<file path="src/rtl/if_stage.sv">
// Instruction-fetch stage: owns the PC, drives the imem request handshake and
// fills the IF/ID register, with stall, redirect flush and a one-word hold buffer.
module if_stage #(
  parameter logic [31:0] RESET_PC = 32'h0000_0000
) (
  input  logic        clk,
  input  logic        rst_n,
  input  logic        stall,
  input  logic        branch_taken,
  input  logic [31:0] branch_target,
  input  logic        jump,
  input  logic        jr,
  input  logic [31:0] jr_target,
  output logic        imem_req,
  output logic [31:0] imem_addr,
  input  logic        imem_ready,
  input  logic [31:0] imem_rdata,
  output logic [31:0] id_instr,
  output logic [31:0] id_pc_plus4,
  output logic [5:0]  id_op,
  output logic        id_valid
);

  typedef enum logic [1:0] {S_IDLE, S_FETCH, S_HOLD, S_DROP} state_t;

  state_t      state;
  logic [31:0] pc;
  logic [31:0] hold_instr;
  logic [31:0] hold_pc4;
  logic [31:0] pending_target;
  logic [31:0] pc_plus4;
  logic        redirect;
  logic [31:0] redirect_target;

  assign pc_plus4  = pc + 32'd4;
  assign imem_addr = pc;
  assign id_op     = id_instr[31:26];

  // Only an instruction actually sitting in ID may redirect; jr wins, then jump.
  always_comb begin
    redirect        = id_valid & (jr | jump | branch_taken);
    redirect_target = branch_target;
    if (jr)
      redirect_target = jr_target;
    else if (jump)
      redirect_target = {id_pc_plus4[31:28], id_instr[25:0], 2'b00};
  end

  always_ff @(posedge clk or negedge rst_n) begin
    if (!rst_n) begin
      state          <= S_IDLE;
      pc             <= RESET_PC;
      imem_req       <= 1'b0;
      id_instr       <= 32'h0;
      id_pc_plus4    <= 32'h0;
      id_valid       <= 1'b0;
      hold_instr     <= 32'h0;
      hold_pc4       <= 32'h0;
      pending_target <= 32'h0;
    end else begin
      case (state)
        S_IDLE: begin
          state    <= S_FETCH;
          imem_req <= 1'b1;
        end

        S_FETCH: begin
          if (redirect) begin
            id_valid   <= 1'b0;
            id_instr   <= 32'h0;
            hold_instr <= 32'h0;
            hold_pc4   <= 32'h0;
            if (imem_ready) begin
              pc <= redirect_target;
            end else begin
              // Address must stay put until the outstanding request is accepted.
              pending_target <= redirect_target;
              state          <= S_DROP;
            end
          end else if (imem_ready) begin
            pc <= pc_plus4;
            if (stall) begin
              hold_instr <= imem_rdata;
              hold_pc4   <= pc_plus4;
              imem_req   <= 1'b0;
              state      <= S_HOLD;
            end else begin
              id_instr    <= imem_rdata;
              id_pc_plus4 <= pc_plus4;
              id_valid    <= 1'b1;
            end
          end
        end

        S_HOLD: begin
          if (redirect) begin
            id_valid   <= 1'b0;
            id_instr   <= 32'h0;
            hold_instr <= 32'h0;
            hold_pc4   <= 32'h0;
            pc         <= redirect_target;
            imem_req   <= 1'b1;
            state      <= S_FETCH;
          end else if (!stall) begin
            id_instr    <= hold_instr;
            id_pc_plus4 <= hold_pc4;
            id_valid    <= 1'b1;
            hold_instr  <= 32'h0;
            hold_pc4    <= 32'h0;
            imem_req    <= 1'b1;
            state       <= S_FETCH;
          end
        end

        S_DROP: begin
          if (redirect) begin
            id_valid       <= 1'b0;
            id_instr       <= 32'h0;
            pending_target <= redirect_target;
          end
          if (imem_ready) begin
            pc    <= redirect ? redirect_target : pending_target;
            state <= S_FETCH;
          end
        end

        default: begin
          state    <= S_IDLE;
          imem_req <= 1'b0;
        end
      endcase
    end
  end

endmodule

</file>
<file path="config.mk">
export PLATFORM = sky130hd
export DESIGN_NAME = if_stage
export DESIGN_NICKNAME = d
export VERILOG_FILES = /design/src/rtl/if_stage.sv
export SDC_FILE = /design/constraint.sdc
export NUM_CORES = 1
export LEC_CHECK = 0
export ABC_CLOCK_PERIOD_IN_PS = 2160
export CAP_MARGIN = 25
export CORE_MARGIN = 2
export CORE_UTILIZATION = 47
export DETAILED_ROUTE_END_ITERATION = 10
export PLACE_DENSITY = 0.77
export SLEW_MARGIN = 30
export SYNTH_ARGS = -nofsm -noshare
export SYNTH_HDL_FRONTEND = slang
export SYNTH_SLANG_ARGS = --single-unit
</file>
<file path="constraint.sdc">
create_clock -name clk -period 2.16 [get_ports clk]
set_clock_uncertainty 0.05 [all_clocks]
set_input_delay 0.324 -clock clk [delete_from_list [all_inputs] [get_ports clk]]
set_output_delay 0.324 -clock clk [all_outputs]
set_load 0.005 [all_outputs]
</file>
==> results of run 1 <==
what timing repair did:
action,4_1_cts,5_1_grt
hold endpoints to repair,58,0
endpoints found under the setup margin,3,18
gates cloned,0,0
buffers inserted,0,0
hold buffers,1,0
resized for setup,2,9
pin swaps,1,2
worst max path at each step:
stage | startpoint | end
4_1_cts | imem_addr[2] | imem_addr[30]
2_1_floorplan | imem_addr[2] | imem_addr[30]
3_5_place_dp | branch_taken | id_pc_plus4[19]
6_report | imem_addr[2] | imem_addr[14]
3_3_place_gp | branch_taken | id_pc_plus4[31]
5_1_grt | imem_addr[3] | imem_addr[14]
cells in the final DEF (no fill, tap or decap), types with 36 or more instances in the layout:
master,n
clkdlybuf4s50_1,203
dfrtp_1,195
nand2_1,186
o21ai_0,129
buf_4,106
nand3_1,41
o31ai_1,41
a22oi_1,39
a22o_1,39
nor2_1,36
registers in the layout, summed over array words and instances, names as in the netlist:
| name | cells |
|---|---|
| id_valid | 1 |
| pending_target | 32 |
| id_instr | 32 |
| id_pc_plus4 | 32 |
| imem_req | 1 |
| imem_addr | 32 |
| hold_pc4 | 32 |
| state | 2 |
| hold_instr | 32 |
synthesized netlist by cell type (4+ instances only):
master / n / share of area, %
o21a_1: 4 / 0.29
nor4_1: 7 / 0.43
nand4_1: 11 / 0.67
nor3_1: 8 / 0.39
clkbuf_1: 55 / 2.0
and3_1: 9 / 0.55
o211ai_1: 16 / 1.2
o2bb2ai_1: 6 / 0.51
buf_4: 7 / 0.51
a31oi_1: 7 / 0.43
a221oi_1: 7 / 0.60
a22oi_1: 40 / 2.9
mux2i_1: 34 / 3.3
nand3_1: 42 / 2.1
a32oi_1: 4 / 0.34
dfrtp_1: 196 / 48
xor2_1: 10 / 0.86
a21o_1: 4 / 0.29
nand2_1: 186 / 6.8
xnor2_1: 17 / 1.5
a21oi_1: 35 / 1.7
mux2_2: 25 / 2.8
inv_1: 7 / 0.26
o31a_1: 4 / 0.34
buf_1: 18 / 0.66
o31ai_1: 42 / 3.1
and4_1: 4 / 0.34
nor2_1: 38 / 1.4
a22o_1: 39 / 3.3
buf_2: 23 / 1.1
o21ai_0: 130 / 6.4
per-layer routing:
metal | share of wire [%] | vias to the layer above | GRT usage [%]
met5 | 0 | - | 0
met4 | 2.3 | 0 | 8.61
met3 | 8.0 | 53 | 5.84
met2 | 45 | 432 | 41.9
met1 | 44 | 4685 | 41.3
li1 | - | 4498 | -
stage by stage:
stage / std cells / util, % / TNS (ns) / power, W / area, um2
floorplan: 1090 / - / 0 / 0.0108 / 10200
CTS: 1621 / 65.8 / 0 / 0.0186 / 14000
global route: 1621 / 66.0 / -0.0520 / 0.0198 / 14000
finish: 1621 / 66.0 / 0 / 0.0186 / 14000
detailed placement: 1588 / 62.8 / -12.98 / 0.0152 / 13300
global placement: 1588 / 62.8 / -7.85 / 0.0149 / 13300
cell type report:
type / count / area, um2 / share of cell area [%]
Multi-Input combinational cell: 782 / 4960 / 35.4
Tap cell: 275 / 344 / 2.46
Timing Repair Buffer: 328 / 3150 / 22.5
Sequential cell: 196 / 4910 / 35.0
Clock buffer: 19 / 453 / 3.23
Inverter: 8 / 30.0 / 0.214
Clock inverter: 13 / 163 / 1.16
power groups by stage:
stage / clock network (W) / logic [W] / registers, W
after global placement: 0 / 0.00847 / 0.00643
after floorplan: 0 / 0.00449 / 0.00629
final: 0.00332 / 0.00883 / 0.00648
after detailed placement: 0 / 0.00870 / 0.00648
after global routing: 0.00351 / 0.00965 / 0.00668
after CTS: 0.00336 / 0.00874 / 0.00645
worst max-delay path, delay by kind of cell, from the launching register on:
kind                     cells  cell delay (ns)
flip-flops                   1             0.36
AND/OR/NAND/NOR              2             0.50
adder cells (fa/ha/maj)      1             0.20
buffers and inverters        1             0.19
AO/OA/AOI/OAI                3             0.77
logic make-up after synthesis:
family	after synthesis
fa+ha+maj	1
buf+inv	112
flops	196
simple gates	327
compound gates	368
mux	59
xor+xnor	27
==> impl_metrics.tcl, run 1 <==
set metrics [dict create \
    p_leak_nw 6.02 \
    hp-class "primary input to asynchronous set/reset pin" \
    cts_buffers 17 \
    worst_slack_ns 0.0142 \
    cts_root_buf "clkbuf_16" \
    gp_congestion 0.919 \
    core_mm2 0.0212 \
    required_ns 2.46 \
    synth_ff_type "dfrtp_1" \
    synthArstFlopShare_pct 100 \
    layout.nets 1437 \
    max_slew_margin_pct 65.1 \
    drc 0 \
    reg2reg_slack_ns 0.01 \
    r2r-end "imem_addr[14]" \
    pwr-share-seq_pct 34.8 \
    vias 9668 \
    ios 207 \
    grt_pass1_wl_um 50000 \
    crit_arrival_ns 2.45 \
    cp-end-kind "flip-flop" \
    antenna_left 0 \
    path_cells "ha_2 > nand4_4 > buf_4 > or2_2 > o31a_2 > a221oi_2 > a2bb2oi_1" \
    synth.area.mux_share_pct 6.08 \
    hold_ws_ns 0.386 \
    synth_compound_area_share_pct 24.0 \
    irDropWorstVdd_mv 0.765 \
    grt_usage_pct 28.1 \
    p_int_w 0.0115 \
    antenna_found_initial 0 \
    fmax_ghz 0.466 \
    synth_cell_types 65 \
    switching_share_pct 38.5 \
    drive_above_1_share_pct 15.9 \
    die_width_um 152 \
    start_util_pct 48.2 \
    fp.dieH_um 152 \
    dp_hpwl_um 23200 \
    finalCritPeriodShare_pct 99.3 \
    worst_pin_slew_ns 0.524 \
    layout-area-overhead-vs-synth_pct 36.9 \
    clock_path_buffers 2 \
    dp_worst_setup_slack_ns -0.201 \
    clk_pin_slew_ns 0.07 \
    rows 53 \
    cts_num_sinks 196 \
    pwr-share-clk_pct 17.8 \
    grt_overflow 0 \
    comb_power_share_pct 47.4 \
    synth_xor_area_share_pct 2.31 \
    synth_top_family_by_area "compound AO/OA/AOI/OAI gates" \
    synthCells 1090 \
    worst-setup-path-type "flip-flop to flip-flop" \
    setup_viol 0 \
    syn_area_mm2 0.0102 \
    port_buffers 206 \
    synth_seq_cells 196 \
    grt_pass1_vias 8990 \
    drv_slew 0 \
    wl_um 31800 \
    start_kind "flip-flop" \
    hold_violations 0 \
    synth_edf_count 0 \
    pwr_density_cell_mw_per_mm2 1330 \
    cts_tree "done" \
    yosys.area_share.simple_pct 14.9 \
    first_pass_iters 5 \
    syn_nets 1194 \
    min_period_ns 2.15 \
    drt-initial-drc-count 871 \
    ff2ff_path_depth 7 \
    power.switching_w 0.00716 \
    slowest_delay_ns 0.36 \
    grt_max_degree 62 \
    synth_area_per_cell_um2 9.39 \
    rsz0062_at_grt "true" \
    via_per_inst 5.96 \
    cts_htree_levels 4 \
    die_area_mm2 0.0230 \
    ys.warnings.count 0 \
    synth_fa_ha_area_share_pct 0.122 \
    wl_per_cell_um 19.6 \
    cap_violations 0 \
    yosysSeqAreaShare_pct 47.9 \
    cpMaxStageDelayCell "dfrtp_2" \
    status "completed" \
    cp_max_fo 5 \
    antenna_cells 0 \
    reg2reg_from "imem_addr[2]" \
    fill_cells 1733 \
    clock_latency_ns 0.44 \
]
Power figures use the tool's default switching activity.
==> run 2, diff against run 1 <==
--- a/config.mk
+++ b/config.mk
@@ -5,12 +5,14 @@
 export SDC_FILE = /design/constraint.sdc
 export NUM_CORES = 1
 export LEC_CHECK = 0
-export ABC_CLOCK_PERIOD_IN_PS = 2160
+export ABC_CLOCK_PERIOD_IN_PS = 1990
 export CAP_MARGIN = 25
+export CORE_ASPECT_RATIO = 2
 export CORE_MARGIN = 2
-export CORE_UTILIZATION = 47
+export CORE_UTILIZATION = 52
 export DETAILED_ROUTE_END_ITERATION = 10
-export PLACE_DENSITY = 0.77
+export PLACE_DENSITY = 0.81
+export SETUP_SLACK_MARGIN = 0.2
 export SLEW_MARGIN = 30
 export SYNTH_ARGS = -nofsm -noshare
 export SYNTH_HDL_FRONTEND = slang
==> constraint.sdc (replaced) <==
create_clock -name clk -period 1.99 [get_ports clk]
set_clock_uncertainty 0.05 [all_clocks]
set_input_delay 0.2985 -clock clk [delete_from_list [all_inputs] [get_ports clk]]
set_output_delay 0.2985 -clock clk [all_outputs]
set_load 0.005 [all_outputs]
==> run 2 against run 1 <==
The run now ends with setup timing left. Non-clock buffer count rose by 81. Global-route usage rose by 6.8 points. Count of clock-buffer cells in the layout is the same. Core utilization increased by 15 points. Setup slack worse by 0.35 ns. Sequential cell count unchanged. Sequential power is 9.7% higher. Critical path type unchanged. Largest cell class unchanged.
==> impl_metrics.tcl, run 2 (synthesis results as in run 1) <==
set metrics [dict create \
    grt_pass1_vias 10400 \
    final_cell_mix "dfrtp_1 (184), nand2_1 (177), clkdlybuf4s50_1 (175)" \
    total_power_w 0.0230 \
    gp_congestion 0.911 \
    pwr_density_cell_mw_per_mm2 1470 \
    final_area_mm2 0.0156 \
    fin_util_pct 80.9 \
    finalCritPeriodShare_pct 117 \
    crit_family "compound AO/OA/AOI/OAI gates" \
    rsz0062_at_grt "true" \
    cp_max_fo 4 \
    cts_buffers 17 \
    die_width_um 103 \
    layout.nets 1518 \
    via_per_inst 6.49 \
    start_kind "flip-flop" \
    cts_root_buf "clkbuf_16" \
    grt_overflow 0 \
    fmax_ghz 0.430 \
    crit_arrival_ns 2.59 \
    clock_latency_ns 0.45 \
    start_util_pct 53.1 \
    layout_commonest_cell "dfrtp_1" \
    worst_slack_ns -0.336 \
    hp-class "primary input to asynchronous set/reset pin" \
    fill_cells 1110 \
    rows 72 \
    p_leak_nw 6.82 \
    drt-initial-drc-count 1023 \
    path_cells "ha_4 > nand4_4 > buf_6 > buf_6 > or2_4 > o21a_1 > a221o_1 > o21ai_1" \
    irDropWorstVdd_mv 0.980 \
    drc 0 \
    first_pass_iters 6 \
    layout-area-overhead-vs-synth_pct 52.4 \
    antenna_found_initial 0 \
    drv_slew 0 \
    port_buffers 206 \
    dpl_cell_area_mm2 0.0136 \
    core_mm2 0.0193 \
    vias 10900 \
    required_ns 2.25 \
    grt_max_degree 47 \
    cts_num_sinks 196 \
    max_slew_margin_pct 61.3 \
    antenna_left 0 \
    cp-end-kind "flip-flop" \
    cap_violations 0 \
    violations "setup timing" \
    dp_hpwl_um 23800 \
    antenna_cells 0 \
    grt_pass1_wl_um 56000 \
    tns_ns -2.50 \
    wl_um 40000 \
    clk_pin_slew_ns 0.07 \
    die_area_mm2 0.0209 \
    cp_num_buf_inv 2 \
    hold_violations 0 \
    fp.dieH_um 202 \
    dp_worst_setup_slack_ns -0.374 \
    wl_per_cell_um 23.8 \
    cpMaxStageDelayCell "dfrtp_2" \
    worst-setup-path-type "flip-flop to flip-flop" \
    worst_pin_slew_ns 0.575 \
    drive_above_1_share_pct 29.4 \
    slowest_delay_ns 0.41 \
    clock_path_buffers 2 \
    status "complete, but fails checks" \
    cts_tree "done" \
    path_common_cell "buf_6" \
    cts_htree_levels 4 \
    min_period_ns 2.33 \
    grt_usage_pct 34.9 \
    ios 207 \
    setup_viol 27 \
]
[run 2: changes by cell type in the layout (fill, tap and decap cells not counted), sizes merged]
cell           before  now
buf               123  201
bufinv              2    1
clkbuf             20   28
clkdlybuf4s15       0    1
clkdlybuf4s50     203  175
clkinv              3    7
clkinvlp            1    3
dlygate4sd2         0   14
dlymetal6s2s        0    8
inv                15    9
[run 2: power breakdown]
part	switching [W]	internal, W	total, W	leakage (nW)
registers	0.00138	0.00572	0.00711	2.48
clock network	0.00158	0.00172	0.00330	0.263
logic	0.00642	0.00616	0.0126	4.08
total	0.00939	0.0136	0.0230	6.82
[run 2: final cells by class]
class | instances | area, um2 | share of cell area [%]
inverter | 8 | 33.8 | 0.217
multi-input combinational | 782 | 5700 | 36.6
tap | 259 | 324 | 2.08
clock inverter | 12 | 109 | 0.698
timing repair buffer | 409 | 4080 | 26.1
sequential | 196 | 4920 | 31.5
clock buffer | 19 | 433 | 2.78
[run 2: metal layers]
metal	part of all wire (%)	GRT usage [%]	routed length, um	vias to the layer above
met5	0	0	0	-
li1	-	-	-	4630
met1	34	40.9	13500	5232
met2	50	58.1	20100	808
met3	8.4	6.33	3360	260
met4	7.8	20.8	3130	0
[run 2: timing repair]
item                                    4_1_cts  5_1_grt
buffers inserted                             38       22
pin swaps                                    47       53
endpoints found under the hold margin        41        0
endpoints found under the setup margin      135      155
hold buffers                                  1        0
gates cloned                                  2        3
gates resized for setup                     112      135
[run 2: metrics by stage]
stage | cells | hold WS, ns
2_1_floorplan | 1090 | -0.0471
3_3_place_gp | 1588 | 0.231
3_5_place_dp | 1588 | 0.234
4_1_cts | 1660 | 0.327
5_1_grt | 1685 | 0.352
6_report | 1685 | 0.324
[run 2: final timing paths]
| kind | from | to | slack (ns) | cells after the start |
|---|---|---|---|---|
| worst min register to register | id_pc_plus4[14] | id_pc_plus4[14] | 0.43 | 2 |
| worst max register to register | imem_addr[3] | imem_addr[8] | -0.34 | 8 |
| min in group clk | jr | pending_target[31] | 0.34 | 3 |
| worst min-delay path | rst_n | imem_addr[0] | 0.32 | 2 |
| worst max-delay path | imem_addr[3] | imem_addr[8] | -0.34 | 8 |
| max in group asynchronous | rst_n | imem_addr[21] | 0.91 | 3 |
[run 2: worst register-to-register path, stage by stage (launching register included)]
cell and delay [ns]:
dfrtp_2 0.41, ha_4 0.16, nand4_4 0.16, buf_6 0.20
buf_6 0.13, or2_4 0.25, o21a_1 0.18, a221o_1 0.31
o21ai_1 0.34
==> run 3, diff against run 2 <==
--- a/config.mk
+++ b/config.mk
@@ -5,11 +5,12 @@
 export SDC_FILE = /design/constraint.sdc
 export NUM_CORES = 1
 export LEC_CHECK = 0
+export ABC_AREA = 1
 export ABC_CLOCK_PERIOD_IN_PS = 1990
 export CAP_MARGIN = 25
 export CORE_ASPECT_RATIO = 2
 export CORE_MARGIN = 2
-export CORE_UTILIZATION = 52
+export CORE_UTILIZATION = 53
 export DETAILED_ROUTE_END_ITERATION = 10
 export PLACE_DENSITY = 0.81
 export SETUP_SLACK_MARGIN = 0.2
==> run 3 against run 2 <==
The run now ends clean. Core utilization is 2.9 points lower. Sequential power increased by 2%. Final area rose by 1.5%. Maximum frequency up 18%. Synthesized cell count is 38% higher. Combinational power rose by 27%. Power up 17%. Final cell count grew 26%. Area after synthesis rose by 6.0%. Count of clock-buffer cells in the layout shrank 2. Critical endpoint is now hold_pc4[12].
==> impl_metrics.tcl, run 3 <==
set metrics [dict create \
    status "completed" \
    rsz0062_at_grt "true" \
    vias 12400 \
    hold_violations 0 \
    slowest_delay_ns 0.41 \
    reg2reg_from "imem_addr[3]" \
    synth_ff_type "dfrtp_1" \
    cts_tree "done" \
    hp-class "primary input to asynchronous set/reset pin" \
    dp_worst_setup_slack_ns -0.416 \
    clock_path_buffers 2 \
    fmax_ghz 0.507 \
    finalCritPeriodShare_pct 99.2 \
    min_period_ns 1.97 \
    final_area_mm2 0.0158 \
    synthCells 1499 \
    synth_area_leaders "dfrtp_1 (45%), nand2_1 (18%), o21ai_0 (7.3%), a21oi_1 (5.8%), nor2_1 (5.5%)" \
    cts_htree_levels 4 \
    worst_pin_slew_ns 0.469 \
    die_width_um 105 \
    synth_area_per_cell_um2 7.23 \
    syn_area_mm2 0.0108 \
    crit_arrival_ns 2.28 \
    drive_above_1_share_pct 20.9 \
    grt_max_degree 64 \
    worst_slack_ns 0.0160 \
    cts_num_sinks 196 \
    start_util_pct 53.5 \
    max_slew_margin_pct 68.7 \
    cts_buffers 17 \
    cp-end-kind "flip-flop" \
    synth_top_area_share_pct 45.2 \
    ff2ff_path_depth 8 \
    wl_um 39900 \
    core_mm2 0.0203 \
    ys.warnings.count 0 \
    rows 74 \
    synth_cell_types 36 \
    start_kind "flip-flop" \
    setup_viol 0 \
    antenna_left 0 \
    yosysTopAreaCell "dfrtp_1" \
    p_leak_nw 7.51 \
    clk_pin_slew_ns 0.08 \
    total_power_w 0.0269 \
    layout.nets 1943 \
    cpMaxStageDelayCell "dfrtp_1" \
    layout-area-overhead-vs-synth_pct 46.0 \
    layout_commonest_cell "nand2_1" \
    die_area_mm2 0.0217 \
    gp_congestion 1.04 \
    syn_nets 1603 \
    drc 0 \
    grt_pass1_vias 11700 \
    drv_slew 0 \
    cp_max_fo 3 \
    irDropWorstVdd_mv 0.985 \
    wl_per_cell_um 18.9 \
    pwr_density_cell_mw_per_mm2 1700 \
    dpl_cell_area_mm2 0.0143 \
    worst-setup-path-type "flip-flop to flip-flop" \
    synth_common_cells "nand2_1 (514), dfrtp_1 (196), o21ai_0 (159)" \
    clock_latency_ns 0.45 \
    grt_overflow 0 \
    antenna_cells 0 \
    grt_pass1_wl_um 57500 \
    reg2reg_slack_ns 0.02 \
    dp_hpwl_um 26000 \
    cts_root_buf "clkbuf_16" \
    synth_seq_cells 196 \
    yosysMostFrequentCell "nand2_1" \
    via_per_inst 5.83 \
    grt_usage_pct 33.4 \
    path_cells "ha_2 > nand2_2 > nor2_4 > nand3b_1 > buf_4 > xnor2_2 > nand2_1 > o21ai_0" \
    synth_edf_count 0 \
    r2r-end "hold_pc4[12]" \
    drt-initial-drc-count 1079 \
    yosysSeqAreaShare_pct 45.2 \
    cap_violations 0 \
    synthArstFlopShare_pct 100 \
    first_pass_iters 7 \
    required_ns 2.29 \
    ios 207 \
    port_buffers 206 \
    fp.dieH_um 206 \
    antenna_found_initial 0 \
    final_cell_mix "nand2_1 (487), clkdlybuf4s50_1 (193), dfrtp_1 (176)" \
]
==> run 3: changes by cell type after synthesis, moves of 21 or more <==
cell	delta
nand2_1	+328
a22o_1	-39
o21ai_0	+29
a22oi_1	-28
a21oi_1	+91
nor2_1	+120
inv_1	+75
o31ai_1	-42
nand3_1	-21
mux2_2	-25
mux2i_1	-34
o22ai_1	+47
==> run 3: worst max path at each step <==
stage | startpoint | endpoint | slack (ns) | cells after the start
global route | imem_addr[2] | imem_addr[12] | -0.05 | 10
global placement | jump | state[0] | -0.36 | 9
detailed placement | jump | state[0] | -0.42 | 9
finish | imem_addr[3] | hold_pc4[12] | 0.02 | 8
floorplan | jr | hold_instr[1] | 0.20 | 14
CTS | imem_addr[2] | imem_addr[18] | 0.13 | 10
==> run 3: cell type report <==
cell class	instances	area, um2
Tap cell	266	333
Clock inverter	15	184
Inverter	88	335
Timing Repair Buffer	418	4080
Sequential cell	196	4930
Multi-Input combinational cell	1118	5540
Clock buffer	17	425
Fill cell	1373	4450
==> run 3: worst max-delay path, delay by kind of cell (launching register included) <==
family	cells	cell delay [ns]
AO/OA/AOI/OAI	1	0.23
flip-flops	1	0.41
XOR/XNOR	1	0.14
adder cells (fa/ha/maj)	1	0.23
AND/OR/NAND/NOR	4	0.61
buffers and inverters	1	0.22
==> run 3: cell families after synthesis <==
family,synth area share [%]
simple gates,25.8
compound gates,20.3
flops,45.2
buf+inv,7.47
xor+xnor,1.05
fa+ha+maj,0.115
==> run 3: power breakdown <==
group          switching, W  leakage [nW]  internal (W)
Sequential          0.00140          2.42       0.00585
Clock               0.00174         0.295       0.00192
Combinational       0.00874          4.80       0.00729
Total                0.0119          7.51        0.0151
==> run 3: metal layers <==
metal | vias up | share of wire, % | GRT usage (%)
met4 | 0 | 7.2 | 20.7
met3 | 226 | 8.0 | 4.57
met2 | 810 | 51 | 58.2
li1 | 5569 | - | -
met1 | 5753 | 34 | 38.7
met5 | - | 0 | 0
==> run 3: timing repair <==
action	CTS	global route
endpoints found under the hold margin	41	0
pin swaps	3	34
setup endpoints to repair	212	161
gates resized for setup	53	134
gates cloned	1	5
setup buffers	10	25
hold buffers	1	0
==> run 3: metrics by stage <==
stage                     setup TNS, ns  std cells  utilization (%)  hold slack, ns
final                                 0       2118             78.1           0.314
after floorplan                       0       1499                -         -0.0471
after global placement           -45.31       2044             70.3           0.231
after global routing             -0.263       2118             78.1           0.362
after detailed placement         -56.60       2044             70.3           0.229
after CTS                             0       2088             74.5           0.329
